==> src/rtl/mem_arbiter_pkg.sv <==
// mem_arbiter_pkg: bus command encodings and arbiter state type shared by the
// memory arbiter and its starvation counter.
package mem_arbiter_pkg;
    localparam logic [1:0] BUS_NONE  = 2'd0;
    localparam logic [1:0] BUS_LOAD  = 2'd1;
    localparam logic [1:0] BUS_STORE = 2'd2;

    typedef enum logic [1:0] {IDLE, I_BUSY, D_BUSY, DONE} arb_state_e;
endpackage

==> src/rtl/mem_arb_starve_cnt.sv <==
// mem_arb_starve_cnt: grant decision for the shared bus plus a saturating count
// of data grants taken while a fetch was waiting.
module mem_arb_starve_cnt #(
    parameter int STARVE_LIMIT = 4
) (
    input  logic clk,
    input  logic rst,
    input  logic idle_i,
    input  logic i_req_i,
    input  logic d_req_i,
    output logic gnt_d_o
);
    localparam logic [3:0] LIMIT = 4'(STARVE_LIMIT);

    logic [3:0] cnt_q, cnt_d;

    // Data wins unless fetch has already been passed over LIMIT times.
    assign gnt_d_o = d_req_i & ~(i_req_i & (cnt_q == LIMIT));

    always_comb begin
        cnt_d = !idle_i ? cnt_q :
                (i_req_i && gnt_d_o) ? ((cnt_q == LIMIT) ? cnt_q : cnt_q + 4'd1) :
                4'd0;
    end

    always_ff @(posedge clk or negedge rst) begin
        if (!rst) cnt_q <= 4'd0;
        else      cnt_q <= cnt_d;
    end
endmodule

==> src/rtl/mem_arbiter.sv <==
// mem_arbiter: shares one single-ported memory bus between instruction fetch
// and data access, one transaction at a time, with stalls and done pulses.
module mem_arbiter
    import mem_arbiter_pkg::*;
#(
    parameter int ADDR_W       = 32,
    parameter int DATA_W       = 32,
    parameter int STARVE_LIMIT = 4
) (
    input  logic              clk,
    input  logic              rst,
    input  logic [1:0]        i_cmd,
    input  logic [ADDR_W-1:0] i_addr,
    output logic [DATA_W-1:0] i_rdata,
    output logic              i_done,
    output logic              i_stall,
    input  logic [1:0]        d_cmd,
    input  logic [ADDR_W-1:0] d_addr,
    input  logic [DATA_W-1:0] d_wdata,
    output logic [DATA_W-1:0] d_rdata,
    output logic              d_done,
    output logic              d_stall,
    output logic [1:0]        mem_cmd,
    output logic [ADDR_W-1:0] mem_addr,
    output logic [DATA_W-1:0] mem_wdata,
    input  logic              mem_ack,
    input  logic [DATA_W-1:0] mem_rdata
);
    arb_state_e        state_q, state_d;
    logic              owner_q;
    logic [1:0]        cmd_q;
    logic [ADDR_W-1:0] addr_q;
    logic [DATA_W-1:0] wdata_q, i_rdata_q, d_rdata_q;
    logic              i_req, d_req, idle, grant, gnt_d, busy;

    assign i_req = i_cmd != BUS_NONE;
    assign d_req = d_cmd != BUS_NONE;
    assign idle  = state_q == IDLE;
    assign grant = idle & (i_req | d_req);
    assign busy  = (state_q == I_BUSY) | (state_q == D_BUSY);

    mem_arb_starve_cnt #(.STARVE_LIMIT(STARVE_LIMIT)) u_starve (
        .clk     (clk),
        .rst     (rst),
        .idle_i  (idle),
        .i_req_i (i_req),
        .d_req_i (d_req),
        .gnt_d_o (gnt_d)
    );

    always_comb begin
        state_d = idle ? (grant ? (gnt_d ? D_BUSY : I_BUSY) : IDLE) :
                  (state_q == DONE) ? IDLE :
                  mem_ack ? DONE : state_q;
    end

    always_ff @(posedge clk or negedge rst) begin
        if (!rst) begin
            state_q   <= IDLE;
            owner_q   <= 1'b0;
            cmd_q     <= BUS_NONE;
            addr_q    <= '0;
            wdata_q   <= '0;
            i_rdata_q <= '0;
            d_rdata_q <= '0;
        end else begin
            state_q <= state_d;
            if (grant) begin
                owner_q <= gnt_d;
                cmd_q   <= gnt_d ? d_cmd : BUS_LOAD;
                addr_q  <= gnt_d ? d_addr : i_addr;
                wdata_q <= gnt_d ? d_wdata : '0;
            end
            if (state_q == I_BUSY && mem_ack) i_rdata_q <= mem_rdata;
            // Stores complete without disturbing the last load result.
            if (state_q == D_BUSY && mem_ack && cmd_q == BUS_LOAD) d_rdata_q <= mem_rdata;
        end
    end

    assign mem_cmd   = busy ? cmd_q : BUS_NONE;
    assign mem_addr  = addr_q;
    assign mem_wdata = wdata_q;
    assign i_rdata   = i_rdata_q;
    assign d_rdata   = d_rdata_q;
    assign i_done    = (state_q == DONE) & ~owner_q;
    assign d_done    = (state_q == DONE) & owner_q;
    assign i_stall   = i_req & ~i_done;
    assign d_stall   = d_req & ~d_done;
endmodule
==> config.mk <==
export PLATFORM = sky130hd
export DESIGN_NAME = mem_arbiter
export DESIGN_NICKNAME = d
export VERILOG_FILES = /design/src/rtl/mem_arbiter_pkg.sv /design/src/rtl/mem_arb_starve_cnt.sv /design/src/rtl/mem_arbiter.sv
export SDC_FILE = /design/constraint.sdc
export NUM_CORES = 1
export LEC_CHECK = 0
export ABC_AREA = 1
export CAP_MARGIN = 20
export CORE_MARGIN = 4
export CORE_UTILIZATION = 42
export DETAILED_ROUTE_END_ITERATION = 12
export PLACE_DENSITY = 0.8
export SETUP_SLACK_MARGIN = 0.4
export SLEW_MARGIN = 15
export SYNTH_ARGS = -nofsm -noshare
export SYNTH_HDL_FRONTEND = slang
export SYNTH_HIERARCHICAL = 1
export SYNTH_SLANG_ARGS = --single-unit
==> constraint.sdc <==
create_clock -name clk -period 1.76 [get_ports clk]
set_input_delay 0.528 -clock clk [delete_from_list [all_inputs] [get_ports clk]]
set_output_delay 0.528 -clock clk [all_outputs]
set_load 0.01 [all_outputs]
; Yosys cells after proc, flatten, opt, wreduce, memory -nomap -nowiden
; Index checks and enable logic that the tools add are counted.
; Widths: inputs -> output; s select.
[op_classes]
mux = 11
n_bitwise = 13
n_reduce_logical = 9
n_addsub = 1
n_eq_ne = 6
[ops]
columns = cell, n
row1 = $mux 32, 2
row2 = $mux 2, 7
row3 = $mux 4, 2
row4 = $and 1x1->1, 7
row5 = $add 4x1->4 const B, 1
row6 = $eq 2x1->1 const B, 2
row7 = $eq 2x2->1 const B, 2
row8 = $eq 4x3->1 const B, 1
row9 = $logic_and 1x1->1, 4
row10 = $not 1->1, 4
row11 = $reduce_bool 2->1, 2
row12 = $reduce_bool 3->1, 1
row13 = $logic_not 2->1, 1
row14 = $ne 2x2->1 const B, 1
row15 = $or 1x1->1, 2
row16 = $reduce_and 2->1, 1
[word_totals]
inputBits = 135
elab_cells = 48
output_inout_bits = 134
reg_bits = 137

; Depth between registers and ports, before layout
[depth]
depth_word = 7
ltp_mapped = 10
mapped_depth_nobuf = 9

; By module
; The synthesis kept the hierarchy.
[by_module_without_submodules]
columns = module, n_inst, area_each_um2, seq_area_each_um2, cells_each
row1 = mem_arbiter, 1, 5556.6, 3328.2, 662
row2 = mem_arb_starve_cnt, 1, 259.0, 100.1, 32

; Least setup slack after synthesis
; Ideal clock, no wire load.
[synth_path]
kind = input -> register
startpoint = in i_cmd[1]
endpoint = reg addr_q[10] (netlist: mem_addr[10])
path_buffers = 1
t_arrival_ns = 1.472
slack_ns = 0.172
setup_time_ns = 0.116
cell_stages = 10
required_ns = 1.644
cell_sequence = nor2_2 > inv_1 > inv_1 > o21a_1 > clkinv_1 > clkbuf_1 > nand2_1 > nand2_1 > nand2_1 > nand2_1
[synth_between]
elab_chain_len = 5
word_cells_on_any_way = 7
classes_between = mux (1) / bitwise (5) / reduce/logical (1)
[synth_rtl]
columns = item, line
row1 = start: declaration, mem_arbiter.sv:12  ; input logic [1:0] i_cmd,
row2 = $reduce_bool 2->1, mem_arbiter.sv:36  ; assign i_req = i_cmd != BUS_NONE;
row3 = net i_req, mem_arbiter.sv:34  ; logic i_req, d_req, idle, grant, gnt_d, busy;
row4 = $and 1x1->1, mem_arb_starve_cnt.sv:18  ; assign gnt_d_o = d_req_i & ~(i_req_i & (cnt_q == LIMIT));
row5 = $not 1->1, mem_arb_starve_cnt.sv:18
row6 = $and 1x1->1, mem_arb_starve_cnt.sv:18
row7 = net gnt_d, mem_arbiter.sv:34
row8 = $mux 32, mem_arbiter.sv:71  ; addr_q <= gnt_d ? d_addr : i_addr;
row9 = end signal: assignment, mem_arbiter.sv:71
row10 = end: declaration, mem_arbiter.sv:32  ; logic [ADDR_W-1:0] addr_q;
; The timed path passes the listed nets, and every way through them passes these cells.
; A chain may end at the register's enable or synchronous reset.

; Worst setup path after layout
[layout_path]
startpoint = reg state_q[0]
endpoint = reg d_rdata_q[13] (netlist: d_rdata[13])
[layout_between]
elab_chain_len = 3
[layout_rtl]
columns = item, line
row1 = start: declaration, mem_arbiter.sv:29  ; arb_state_e state_q, state_d;
row2 = start signal: assignment, mem_arbiter.sv:67  ; state_q <= state_d;
row3 = $eq 2x2->1, mem_arbiter.sv:76  ; if (state_q == D_BUSY && mem_ack && cmd_q == BUS_LOAD) d_rdata_q <= mem_rdata;
row4 = $logic_and 1x1->1 (2 in a row), mem_arbiter.sv:76
row5 = end signal: assignment, mem_arbiter.sv:76
row6 = end: declaration, mem_arbiter.sv:33  ; logic [DATA_W-1:0] wdata_q, i_rdata_q, d_rdata_q;
; No other way between the ends.

==> results.toml <==
[run_status]
run_status = "finished, violations left"
failed_checks = "negative setup slack"

[clock_network]
clock-sinks = 137
clk_pin_slew_ns = 0.07
max-clock-path-buffers = 2
cts_inserted_buffers = 17
clockRootBuffer = "sky130_fd_sc_hd__clkbuf_16"
tritoncts = "yes"
clock_latency_late_sink_ns = 0.44
cts_htree_levels = 4

[cells_and_area]
antenna_cells = 0
multi_input_area_um2 = 3030
layout-drive-gt1-share = 0.509
filler_cell_count = 488
area_overhead_of_the_layout_relative_to_synthesis_pct = 111
area_of_all_sequential_standard_cells_um2 = 3430
layout.nets = 1267

[power]
worst_vdd_drop_mv = 0.923
p_per_area_nw_per_um2 = 1780
p_total_uw = 21800
power.leakage_uw = 0.00625

[grt]
globalRouteOverflowTotal = 0
grt_antenna_before_repair = 0
grt_pass1_wl_mm = 35.4
grt_pass1_vias = 6645
grt_start_max_net_pins = 43
overall_global_routing_usage = 0.289

[placed_design]
io_buffer_count = 268
worst_setup_timing_slack_at_the_placement_stage_ns = -0.533
hpwl_mm = 13.0
gp_congestion = 0.813

[worst_hold_path]
holdCritPathClass = "input port to flip-flop"

[critical_path]
critical_path_buf_inv_count = 9
timing.critical_path.slowest_cell_delay_ns = 0.44
required_ns = 2.11
worst_path_arrival_time_ns = 2.38
critPathTopFamily = "buffers and inverters"
setup.worst_path.end_class = "flip-flop"
critical_path_peak_fanout = 8
crit_top_cell = "sky130_fd_sc_hd__buf_6"
slowest_stage = "sky130_fd_sc_hd__dfrtp_1"
worst-setup-path-type = "flip-flop to flip-flop"
timing.critical_path.from_type = "flip-flop"
crit_path_cell_trace = "inv_2 -> buf_4 -> buf_6 -> buf_6 -> buf_6 -> buf_6 -> ha_4 -> nand3_4 -> buf_12 -> buf_6 -> buf_16 -> nand2_1 -> o21ai_1"

[sta]
final_layout_worst_hold_slack_ns = 0.434
final.period_utilization = 1.15
max-slew-margin-rel = 0.762
number_of_failing_hold_endpoints_at_the_final_stage = 0
final-setup-viol-count = 42
worst-slew-pin-transition_ns = 0.353
max_freq_mhz = 493
fin_ws_ns = -0.269
report.final.slew_viol_count = 0
rsz0062_at_grt = "true"
worst_clock_skew_ns = 0.0187
post-route-min-period_ns = 2.03

[floorplanning]
core_area_um2 = 13400
fp.dieH_um = 126
design.die.area_um2 = 15800
initial_utilization = 0.434
fp.dieW_um = 126
row_count = 42
ios = 269

[detailed_routing]
initialDrtViolationCount = 604
vias_per_cell = 5.47
drt_first_pass_iters = 5
average_detailed_routed_wire_length_per_instance_um = 23.4
vias = 7189
remaining_drc_errors = 0
drt_wl_total_mm = 30.8
detail-route-antenna-nets = 0

[yosys]
post_synth.cell_area_avg_um2 = 8.38
ys_ff_latch = 137
mappedNetlistNets = 835
seq_area_frac_synth = 0.590
synthesis.yosys.warnings = 6
yosys.cell_types.count = 21
number_of_enable_flip_flop_cells_after_synthesis = 0
postSynthCellCount = 694
ys_dominant_reg_cell = "sky130_fd_sc_hd__dfrtp_1"
syn_area_um2 = 5820
synth-async-reset-ratio = 1.00

[job]
drv.max_cap_violation_count = 0
## power breakdown
group | total, uW | leakage, uW | internal (uW) | switching, uW
combinational | 11900 | 0.00422 | 6080 | 5770
clock | 4080 | 0.000312 | 2590 | 1500
sequential | 5830 | 0.00172 | 4600 | 1230
## logic make-up after synthesis
logic type	count (synthesis)	synth area share
adders and majority gates	6	0.0129
xor gates and xnor gates	1	0.00151
AOI/OAI and AO/OA	104	0.0904
buffers and inverters	87	0.0676
DFF	137	0.590
and+or+nand+nor	359	0.238
## worst register-to-register path, stage by stage, from the launching register on
cell                      delay [ns]
sky130_fd_sc_hd__dfrtp_1        0.44
sky130_fd_sc_hd__inv_2          0.08
sky130_fd_sc_hd__buf_4          0.14
sky130_fd_sc_hd__buf_6          0.11
sky130_fd_sc_hd__buf_6          0.10
sky130_fd_sc_hd__buf_6          0.10
sky130_fd_sc_hd__buf_6          0.11
sky130_fd_sc_hd__ha_4           0.16
sky130_fd_sc_hd__nand3_4        0.12
sky130_fd_sc_hd__buf_12         0.15
sky130_fd_sc_hd__buf_6          0.12
sky130_fd_sc_hd__buf_16         0.15
sky130_fd_sc_hd__nand2_1        0.07
sky130_fd_sc_hd__o21ai_1        0.10
## synthesized netlist by cell type (2+ instances only)
cell	n	area, um^2
sky130_fd_sc_hd__buf_6	4	45.0
sky130_fd_sc_hd__a21oi_1	2	10.0
sky130_fd_sc_hd__nand2_1	339	1270
sky130_fd_sc_hd__clkbuf_1	15	56.3
sky130_fd_sc_hd__o21ai_0	80	400
sky130_fd_sc_hd__buf_4	6	45.0
sky130_fd_sc_hd__nand3_2	4	40.0
sky130_fd_sc_hd__dfrtp_1	137	3430
sky130_fd_sc_hd__nand3_1	2	10.0
sky130_fd_sc_hd__inv_1	47	176
sky130_fd_sc_hd__nor2_2	3	18.8
sky130_fd_sc_hd__o21ai_1	20	100
sky130_fd_sc_hd__nor2_1	10	37.5
sky130_fd_sc_hd__ha_1	6	75.1
sky130_fd_sc_hd__clkinv_1	2	7.51
sky130_fd_sc_hd__inv_2	2	7.51
sky130_fd_sc_hd__buf_2	11	55.1
## stage by stage
stage / area (um^2) / TNS [ns] / utilization / cells
after floorplan: 5890 / 0 / - / 694
after global placement: 8960 / -24.64 / 0.669 / 1136
after detailed placement: 8960 / -27.26 / 0.669 / 1136
after CTS: 10900 / -0.993 / 0.810 / 1242
after global routing: 12300 / -6.93 / 0.914 / 1315
final: 12300 / -5.62 / 0.914 / 1315
## per-layer routing
layer	GRT usage	wire (um)	vias up
met1	0.314	10200	3483
li1	-	-	3026
met3	0.0804	2460	175
met5	0	0	-
met4	0.163	2330	0
met2	0.509	15800	505
## path summary, 6_finish.rpt
| check | from | to | slack [ns] | cells past startpoint |
|---|---|---|---|---|
| hold / removal | d_cmd[1] | cmd_q[1]$_DFFE_PN0P_ | 0.43 | 3 |
| setup reg to reg | state_q[0]$_DFFE_PN0P_ | d_rdata[13]$_DFFE_PN0P_ | -0.27 | 13 |
| hold reg to reg | d_rdata[26]$_DFFE_PN0P_ | d_rdata[26]$_DFFE_PN0P_ | 0.48 | 2 |
| min in group asynchronous | rst | i_rdata[1]$_DFFE_PN0P_ | 0.52 | 2 |
| setup / recovery | state_q[0]$_DFFE_PN0P_ | d_rdata[13]$_DFFE_PN0P_ | -0.27 | 13 |
| max in group asynchronous | rst | mem_addr[1]$_DFFE_PN0P_ | 0.64 | 3 |
## area by class of cell
cell class,instances,area share
Clock buffer,20,0.0373
Clock inverter,12,0.0160
Inverter,51,0.0168
Multi-Input combinational cell,470,0.247
Sequential cell,137,0.280
Tap cell,176,0.0180
Timing Repair Buffer,449,0.385
## placed cells by master (no fill, tap or decap), types with 2 or more instances in the layout
master,instances
sky130_fd_sc_hd__buf_6,96
sky130_fd_sc_hd__clkbuf_8,2
sky130_fd_sc_hd__clkinv_2,3
sky130_fd_sc_hd__nand2_2,79
sky130_fd_sc_hd__nand3_4,3
sky130_fd_sc_hd__dfrtp_1,137
sky130_fd_sc_hd__buf_12,23
sky130_fd_sc_hd__buf_2,60
sky130_fd_sc_hd__nand2_1,200
sky130_fd_sc_hd__clkinvlp_4,3
sky130_fd_sc_hd__nor2_1,7
sky130_fd_sc_hd__ha_4,5
sky130_fd_sc_hd__buf_4,106
sky130_fd_sc_hd__clkdlybuf4s50_1,129
sky130_fd_sc_hd__clkbuf_16,21
sky130_fd_sc_hd__bufinv_16,5
sky130_fd_sc_hd__buf_16,20
sky130_fd_sc_hd__nand2_4,60
sky130_fd_sc_hd__nand3_2,3
sky130_fd_sc_hd__inv_2,11
sky130_fd_sc_hd__o21ai_0,16
sky130_fd_sc_hd__clkdlybuf4s15_1,2
sky130_fd_sc_hd__o21ai_2,59
sky130_fd_sc_hd__buf_8,6
sky130_fd_sc_hd__inv_1,37
sky130_fd_sc_hd__a21oi_2,2
sky130_fd_sc_hd__nor2_4,5
sky130_fd_sc_hd__o21ai_1,24
## state kept, by name, indices dropped and copies added (netlist names)
| signal | count |
|---|---|
| cmd_q | 2 |
| d_rdata | 32 |
| i_rdata | 32 |
| mem_addr | 32 |
| mem_wdata | 32 |
| owner_q | 1 |
| state_q | 2 |
| u_starve/cnt_q | 4 |
## timing repair
item | 4_1_cts | 5_1_grt
hold endpoints to repair | 22 | 0
buffers inserted | 53 | 69
endpoints found under the setup margin | 258 | 266
gates cloned | 20 | 4
pin swaps | 95 | 47
hold buffers | 1 | 0
resized for setup | 803 | 216
No activity file was read; power rests on OpenSTA's default activity.
